**config.mk**
```make
export PLATFORM = sky130hd
export DESIGN_NAME = mult_div_unit_flat
export DESIGN_NICKNAME = d
export VERILOG_FILES = /design/src/rtl/mult_div_if.sv /design/src/rtl/mult_div_unit.sv /design/src/flat_wrapper.sv
export SDC_FILE = /design/constraint.sdc
export NUM_CORES = 1
export LEC_CHECK = 0
export ABC_AREA = 1
export CORE_MARGIN = 3
export CORE_UTILIZATION = 55
export DETAILED_ROUTE_END_ITERATION = 10
export PLACE_DENSITY = 0.8
export SETUP_SLACK_MARGIN = 0.1
export SLEW_MARGIN = 10
export SYNTH_ARGS = -nofsm -noshare
export SYNTH_HDL_FRONTEND = slang
export SYNTH_SLANG_ARGS = --single-unit
```
**constraint.sdc**
```tcl
create_clock -name Clk -period 3 [get_ports Clk]
set_input_delay 0.9 -clock Clk [delete_from_list [all_inputs] [get_ports Clk]]
set_output_delay 0.9 -clock Clk [all_outputs]
set_load 0.01 [all_outputs]
```
**src/rtl/mult_div_if.sv**
```systemverilog
// mult_div_if: operand/result bundle between the control unit and the
// multiply/divide unit.
//   MultStart, DivStart : start requests (sampled only while the unit is idle)
//   A, B                : operands from the A/B registers
//   Busy, Done          : operation in progress / one-cycle completion pulse
//   DivZero             : last accepted divide had B == 0
//   Hi, Lo              : architectural HI/LO registers
// master = requester (control unit side), slave = the unit itself.
interface mult_div_if #(
  parameter int WIDTH = 32
);
  logic             MultStart;
  logic             DivStart;
  logic [WIDTH-1:0] A;
  logic [WIDTH-1:0] B;
  logic             Busy;
  logic             Done;
  logic             DivZero;
  logic [WIDTH-1:0] Hi;
  logic [WIDTH-1:0] Lo;

  modport master (
    output MultStart, DivStart, A, B,
    input  Busy, Done, DivZero, Hi, Lo
  );

  modport slave (
    input  MultStart, DivStart, A, B,
    output Busy, Done, DivZero, Hi, Lo
  );
endinterface

```
**src/rtl/mult_div_unit.sv**
```systemverilog
// mult_div_unit: multicycle signed multiply / divide unit producing HI/LO.
//   Clk   : clock, rising edge
//   Reset : synchronous, active-high; aborts any operation in flight
//   bus   : mult_div_if slave port (starts, operands, Busy/Done/DivZero, Hi/Lo)
// Multiply is radix-2 Booth over 32 iterations followed by a write-back edge.
// Divide is restoring division on operand magnitudes over 32 iterations
// followed by a sign-fix edge. A zero divisor completes on the next edge with
// DivZero set and HI/LO untouched.
module mult_div_unit #(
  parameter int WIDTH = 32
) (
  input  logic       Clk,
  input  logic       Reset,
  mult_div_if.slave  bus
);

  localparam int CW = $clog2(WIDTH) + 1;
  localparam int PW = 2 * WIDTH + 1;

  localparam logic [CW-1:0]    CNT_ZERO     = {CW{1'b0}};
  localparam logic [CW-1:0]    CNT_ONE      = {{(CW-1){1'b0}}, 1'b1};
  localparam logic [CW-1:0]    CNT_MULT_END = CW'(WIDTH);
  localparam logic [CW-1:0]    CNT_DIV_END  = CW'(WIDTH - 1);
  localparam logic [WIDTH-1:0] W_ZERO       = {WIDTH{1'b0}};
  localparam logic [WIDTH-1:0] W_ONE        = {{(WIDTH-1){1'b0}}, 1'b1};

  typedef enum logic [2:0] {
    S_IDLE = 3'd0,
    S_MULT = 3'd1,
    S_DIV  = 3'd2,
    S_FIX  = 3'd3,
    S_DONE = 3'd4
  } state_t;

  state_t           state_q, state_d;
  logic [CW-1:0]    cnt_q, cnt_d;
  logic [PW-1:0]    p_q, p_d;          // {acc, multiplier, q-1}
  logic [WIDTH-1:0] m_q, m_d;          // latched multiplicand
  logic [WIDTH-1:0] rem_q, rem_d;      // partial remainder (magnitude)
  logic [WIDTH-1:0] quo_q, quo_d;      // dividend bits shifting out, quotient bits in
  logic [WIDTH-1:0] dvs_q, dvs_d;      // divisor magnitude
  logic             sa_q, sa_d;
  logic             sb_q, sb_d;
  logic             dz_pend_q, dz_pend_d;
  logic             busy_q, busy_d;
  logic             done_q, done_d;
  logic             divzero_q, divzero_d;
  logic [WIDTH-1:0] hi_q, hi_d;
  logic [WIDTH-1:0] lo_q, lo_d;

  logic [WIDTH:0]   acc_ext_s;
  logic [WIDTH:0]   m_ext_s;
  logic [WIDTH:0]   booth_sum_s;
  logic [PW-1:0]    booth_next_s;
  logic [WIDTH:0]   rem_shift_s;
  logic [WIDTH-1:0] div_rem_next_s;
  logic [WIDTH-1:0] div_quo_next_s;
  logic [WIDTH-1:0] fix_quo_s;
  logic [WIDTH-1:0] fix_rem_s;

  // Two's-complement magnitude; the most negative value maps to 2^(WIDTH-1) unsigned.
  function automatic logic [WIDTH-1:0] magnitude(input logic [WIDTH-1:0] v);
    return v[WIDTH-1] ? (~v + W_ONE) : v;
  endfunction

  // Booth step, restoring-division step and final sign fix.
  always_comb begin
    // The accumulator is widened by one bit so that subtracting the most
    // negative multiplicand cannot overflow before the arithmetic shift.
    acc_ext_s = {p_q[PW-1], p_q[PW-1:WIDTH+1]};
    m_ext_s   = {m_q[WIDTH-1], m_q};
    case (p_q[1:0])
      2'b01:   booth_sum_s = acc_ext_s + m_ext_s;
      2'b10:   booth_sum_s = acc_ext_s - m_ext_s;
      default: booth_sum_s = acc_ext_s;
    endcase
    // Shifting right by one drops the widened MSB back into WIDTH-bit range.
    booth_next_s = {booth_sum_s, p_q[WIDTH:1]};

    rem_shift_s = {rem_q, quo_q[WIDTH-1]};
    if (rem_shift_s >= {1'b0, dvs_q}) begin
      // True difference is below the divisor, so WIDTH bits suffice.
      div_rem_next_s = rem_shift_s[WIDTH-1:0] - dvs_q;
      div_quo_next_s = {quo_q[WIDTH-2:0], 1'b1};
    end else begin
      div_rem_next_s = rem_shift_s[WIDTH-1:0];
      div_quo_next_s = {quo_q[WIDTH-2:0], 1'b0};
    end

    fix_quo_s = (sa_q ^ sb_q) ? (~quo_q + W_ONE) : quo_q;
    fix_rem_s = sa_q ? (~rem_q + W_ONE) : rem_q;
  end

  // Next-state and register-update logic for the control FSM.
  always_comb begin
    state_d   = state_q;
    cnt_d     = cnt_q;
    p_d       = p_q;
    m_d       = m_q;
    rem_d     = rem_q;
    quo_d     = quo_q;
    dvs_d     = dvs_q;
    sa_d      = sa_q;
    sb_d      = sb_q;
    dz_pend_d = dz_pend_q;
    busy_d    = busy_q;
    done_d    = 1'b0;
    divzero_d = divzero_q;
    hi_d      = hi_q;
    lo_d      = lo_q;

    case (state_q)
      S_IDLE: begin
        if (bus.MultStart) begin
          state_d   = S_MULT;
          cnt_d     = CNT_ZERO;
          m_d       = bus.A;
          p_d       = {W_ZERO, bus.B, 1'b0};
          busy_d    = 1'b1;
          divzero_d = 1'b0;
        end else if (bus.DivStart) begin
          state_d   = S_DIV;
          cnt_d     = CNT_ZERO;
          sa_d      = bus.A[WIDTH-1];
          sb_d      = bus.B[WIDTH-1];
          quo_d     = magnitude(bus.A);
          dvs_d     = magnitude(bus.B);
          rem_d     = W_ZERO;
          dz_pend_d = (bus.B == W_ZERO);
          busy_d    = 1'b1;
          divzero_d = 1'b0;
        end else begin
          state_d = S_IDLE;
        end
      end
      S_MULT: begin
        if (cnt_q == CNT_MULT_END) begin
          hi_d    = p_q[PW-1:WIDTH+1];
          lo_d    = p_q[WIDTH:1];
          busy_d  = 1'b0;
          done_d  = 1'b1;
          state_d = S_DONE;
        end else begin
          p_d   = booth_next_s;
          cnt_d = cnt_q + CNT_ONE;
        end
      end
      S_DIV: begin
        if (dz_pend_q) begin
          divzero_d = 1'b1;
          busy_d    = 1'b0;
          done_d    = 1'b1;
          state_d   = S_DONE;
        end else begin
          rem_d = div_rem_next_s;
          quo_d = div_quo_next_s;
          cnt_d = cnt_q + CNT_ONE;
          if (cnt_q == CNT_DIV_END) begin
            state_d = S_FIX;
          end else begin
            state_d = S_DIV;
          end
        end
      end
      S_FIX: begin
        lo_d    = fix_quo_s;
        hi_d    = fix_rem_s;
        busy_d  = 1'b0;
        done_d  = 1'b1;
        state_d = S_DONE;
      end
      S_DONE: begin
        state_d = S_IDLE;
      end
      default: begin
        state_d = S_IDLE;
      end
    endcase
  end

  // State and datapath registers with synchronous reset.
  always_ff @(posedge Clk) begin
    if (Reset) begin
      state_q   <= S_IDLE;
      cnt_q     <= CNT_ZERO;
      p_q       <= {PW{1'b0}};
      m_q       <= W_ZERO;
      rem_q     <= W_ZERO;
      quo_q     <= W_ZERO;
      dvs_q     <= W_ZERO;
      sa_q      <= 1'b0;
      sb_q      <= 1'b0;
      dz_pend_q <= 1'b0;
      busy_q    <= 1'b0;
      done_q    <= 1'b0;
      divzero_q <= 1'b0;
      hi_q      <= W_ZERO;
      lo_q      <= W_ZERO;
    end else begin
      state_q   <= state_d;
      cnt_q     <= cnt_d;
      p_q       <= p_d;
      m_q       <= m_d;
      rem_q     <= rem_d;
      quo_q     <= quo_d;
      dvs_q     <= dvs_d;
      sa_q      <= sa_d;
      sb_q      <= sb_d;
      dz_pend_q <= dz_pend_d;
      busy_q    <= busy_d;
      done_q    <= done_d;
      divzero_q <= divzero_d;
      hi_q      <= hi_d;
      lo_q      <= lo_d;
    end
  end

  assign bus.Busy    = busy_q;
  assign bus.Done    = done_q;
  assign bus.DivZero = divzero_q;
  assign bus.Hi      = hi_q;
  assign bus.Lo      = lo_q;

endmodule

```
**src/flat_wrapper.sv**
```systemverilog
// flat-port wrapper written by rule: the top's interface ports become plain ports
module mult_div_unit_flat 
#(
  parameter int WIDTH = 32
)
  (Clk, Reset, bus_MultStart, bus_DivStart, bus_A, bus_B, bus_Busy, bus_Done, bus_DivZero, bus_Hi, bus_Lo);
  mult_div_if #(.WIDTH(WIDTH)) bus_i ();
  input  logic Clk;
  input  logic Reset;
  input wire logic [$bits(bus_i.MultStart)-1:0] bus_MultStart;
  input wire logic [$bits(bus_i.DivStart)-1:0] bus_DivStart;
  input wire logic [$bits(bus_i.A)-1:0] bus_A;
  input wire logic [$bits(bus_i.B)-1:0] bus_B;
  output wire logic [$bits(bus_i.Busy)-1:0] bus_Busy;
  output wire logic [$bits(bus_i.Done)-1:0] bus_Done;
  output wire logic [$bits(bus_i.DivZero)-1:0] bus_DivZero;
  output wire logic [$bits(bus_i.Hi)-1:0] bus_Hi;
  output wire logic [$bits(bus_i.Lo)-1:0] bus_Lo;
  assign bus_i.MultStart = bus_MultStart;
  assign bus_i.DivStart = bus_DivStart;
  assign bus_i.A = bus_A;
  assign bus_i.B = bus_B;
  assign bus_Busy = bus_i.Busy;
  assign bus_Done = bus_i.Done;
  assign bus_DivZero = bus_i.DivZero;
  assign bus_Hi = bus_i.Hi;
  assign bus_Lo = bus_i.Lo;
  mult_div_unit #(.WIDTH(WIDTH)) u_core (.Clk(Clk), .Reset(Reset), .bus(bus_i));
endmodule
```
==> impl_metrics.py <==
metrics = {
    "timing": {
        "worst_pin_slew_ps": 682,
        "tns_ps": 0,
        "setup_viol": 0,
        "period_share_pct": 99.6,
        "max_slew_margin_pct": 54.6,
        "skew_ps": 17.3,
        "min_period_ps": 2990,
        "hold_violations": 0,
        "timing.hold.ws_ps": 461,
        "rsz0062_at_grt": "yes",
        "fmax_mhz": 335,
        "finalMaxSlewViolations": 0,
    },
    "synth": {
        "ys_ff_latch": 272,
        "synth_fa_ha_area_share_pct": 4.67,
        "ys_top_cells_by_count": "nand2_1, inv_1, a21oi_1, dfxtp_1, nor2_1",
        "synth.area.mux_share_pct": 0,
        "yosys.area_share.simple_pct": 33.2,
        "syn_inst": 3416,
        "yosysSeqAreaShare_pct": 26.7,
        "post-synth-top-count-cell": "nand2_1",
        "synth_edf_count": 0,
        "yosys_warnings": 0,
        "synth_largest_area_cell": "dfxtp_1",
        "synth_area_leaders": "dfxtp_1, nand2_1, a21oi_1",
        "synth_compound_area_share_pct": 18.3,
        "synth_flop_cell": "dfxtp_1",
        "synth_area_per_cell_sq_um": 5.97,
        "async_flop_share_pct": 0,
        "netlist_area_sq_um": 20400,
        "synth_xor_area_share_pct": 5.45,
        "synth_nets": 3559,
        "ys_types": 52,
        "synth_top_family_by_area": "simple AND/OR/NAND/NOR gates",
        "synth_top_area_share_pct": 26.7,
    },
    "global_route": {
        "grt_max_degree": 149,
        "grt_use_total_pct": 35.1,
        "grt_pass1_vias": 21416,
        "antenna_found_initial": 1,
        "grt.overflow.total": 0,
        "grt_pass1_wl_um": 112000,
    },
    "worst_setup_path": {
        "cpPeakStageDelay_ps": 350,
        "r2r_start": "u_core.m_q[1]$_SDFFE_PP0P_",
        "worstPathRequired_ps": 3460,
        "critPathSlowestCell": "ha_1",
        "cp_max_fo": 4,
        "end_kind": "register",
        "worst_ep_arrival_time_ps": 3450,
        "regToRegSetupSlack_ps": 10,
        "critPathKind": "reg2reg",
        "cp_cell_sequence": "inv_4 -> ha_4 -> nand3_4 -> nor2_4 -> nand2_1 -> nand2_1 -> xor2_1 -> inv_1 -> ha_1 -> nand2_1 -> inv_1 -> a21oi_1 -> nand2_2 -> a21oi_2 -> nand2_1 -> nand2_1 -> nand3_1 -> nand2_1 -> a21oi_1",
        "cpMostUsedCell": "nand2_1",
        "critPathTopFamily": "simple AND/OR/NAND/NOR gates",
        "critPathLaunchType": "register",
        "r2r-end": "u_core.p_q[58]$_SDFFE_PP0P_",
        "r2r_cells": 19,
        "crit_buf_inv": 3,
    },
    "placed_design": {
        "port_buffers": 134,
        "hpwl_um": 55100,
        "dpl_cell_area_sq_um": 22500,
        "gp_congestion": 1.01,
    },
    "cells_and_area": {
        "drive_gt1_share_pct": 11.2,
        "antenna_cells": 0,
        "final_nets": 3691,
        "final_area_sq_um": 24600,
        "syn2layout_area_growth_pct": 20.8,
    },
    "power": {
        "p_per_area_nw_per_um2": 554,
        "peakVddDrop_uv": 439,
        "leakage_nw": 11.1,
    },
    "drt": {
        "ant_nets": 0,
        "dr.pass1.iters": 6,
        "dr_total_vias": 23246,
        "wl_per_cell_um": 18.1,
        "routed_wl_um": 73100,
        "vias_per_cell": 5.77,
        "drc_errors": 0,
        "drt_iter0_drc": 2088,
    },
    "cts": {
        "clock_sinks": 272,
        "root_buffer": "clkbuf_16",
        "cts_buffer_depth": 3,
        "cts_buffers": 31,
        "htreeDepth": 1,
        "clk_latency_ps": 600,
        "path_clk_slew_ps": 60,
        "hold_buffers": 0,
        "cts_tree": "yes",
    },
    "die": {
        "die_y_um": 199,
        "coreArea_sq_um": 36100,
        "die_w_um": 199,
        "io-pin-count": 135,
        "num_rows": 69,
        "start_util_pct": 56.5,
        "dieArea_sq_um": 39400,
    },
    "flow_run": {
        "maxCapViolCount": 0,
    },
    "run_status": {
        "outcome": "finished, final reports clean",
    },
    "hold_path": {
        "hold_depth": 2,
        "worstHoldStart": "u_core.bus.Hi[12]$_SDFFE_PP0P_",
        "worstHoldEndpoint": "u_core.bus.Hi[12]$_SDFFE_PP0P_",
        "hold_class": "reg2reg",
    },
}
[power by group]
part / switching (mW) / leakage, nW / total [mW] / internal, mW
Combinational: 3.57 / 8.34 / 5.53 / 1.96
Sequential: 0.299 / 2.22 / 4.19 / 3.89
Clock: 1.62 / 0.511 / 3.93 / 2.31
[per-stage QoR]
step	setup slack [ps]	utilization [%]	std cells	power, mW
final	11.1	68.3	4032	13.6
after global routing	-130	68.3	4032	14.4
after detailed placement	-269	62.3	3966	9.02
after global placement	-154	62.3	3966	8.93
after floorplan	105	-	3416	7.48
after CTS	43.3	65.9	4023	13.1
[worst max-delay path by stage]
stage / from / to / slack (ps) / depth (start not counted)
finish: u_core.m_q[1]$_SDFFE_PP0P_ / u_core.p_q[58]$_SDFFE_PP0P_ / 10 / 19
global route: u_core.m_q[1]$_SDFFE_PP0P_ / u_core.p_q[56]$_SDFFE_PP0P_ / -130 / 22
CTS: u_core.m_q[1]$_SDFFE_PP0P_ / u_core.p_q[63]$_SDFFE_PP0P_ / 40 / 21
detailed placement: u_core.m_q[1]$_SDFFE_PP0P_ / u_core.p_q[59]$_SDFFE_PP0P_ / -270 / 20
global placement: u_core.m_q[1]$_SDFFE_PP0P_ / u_core.p_q[59]$_SDFFE_PP0P_ / -150 / 20
floorplan: u_core.p_q[1]$_SDFFE_PP0P_ / u_core.p_q[58]$_SDFFE_PP0P_ / 110 / 19
[cell families after synthesis]
kind of cell    count (synthesis)
fa+ha+maj                      75
xor+xnor                      127
buf+inv                       606
flops                         272
compound gates                706
simple gates                 1630
[layout make-up]
cell class | count | area [sq um]
multi-input combinational | 2538 | 13600
tap | 461 | 577
clock buffer | 45 | 888
clock inverter | 11 | 159
timing repair buffer | 236 | 2210
inverter | 469 | 1770
sequential | 272 | 5450
fill | 3190 | 11400
[routing by layer]
layer	global-route usage (%)	wire [um]
met3	7.47	6950
met2	56.3	32800
met1	46.6	30000
met5	0	13
met4	13.4	3330
[repair_timing]
item | in CTS | in global routing
pin swaps | 19 | 63
buffers inserted | 1 | 9
resized for setup | 73 | 191
endpoints found under the setup margin | 23 | 24
[flip-flops by register name (all words and copies together) (netlist names)]
register	count
u_core.dvs_q	32
u_core.state_q	3
u_core.bus.Lo	32
u_core.dz_pend_q	1
u_core.sb_q	1
u_core.p_q	65
u_core.bus.Busy	1
u_core.bus.Done	1
u_core.sa_q	1
u_core.rem_q	32
u_core.bus.Hi	32
u_core.bus.DivZero	1
u_core.cnt_q	6
u_core.quo_q	32
u_core.m_q	32
[cell usage in the layout, fill, tap and decap left out, drive strengths merged, types with 22 or more instances in the layout]
cell	n
a31oi	39
a21oi	359
clkdlybuf4s50	133
nor3	39
ha	73
inv	467
nand2	1029
xnor2	22
xor2	105
buf	103
nor2	266
nand4	29
o211ai	25
dfxtp	272
nand3	226
clkbuf	45
o21ai	261
[worst reg2reg max path: cells and delay by family (launching register included)]
kind / cells / cell delay (ps)
compound gates: 3 / 530
flops: 1 / 330
simple gates: 10 / 1050
fa+ha+maj: 2 / 500
xor+xnor: 1 / 170
buf+inv: 3 / 250
Power figures use the tool's default switching activity.
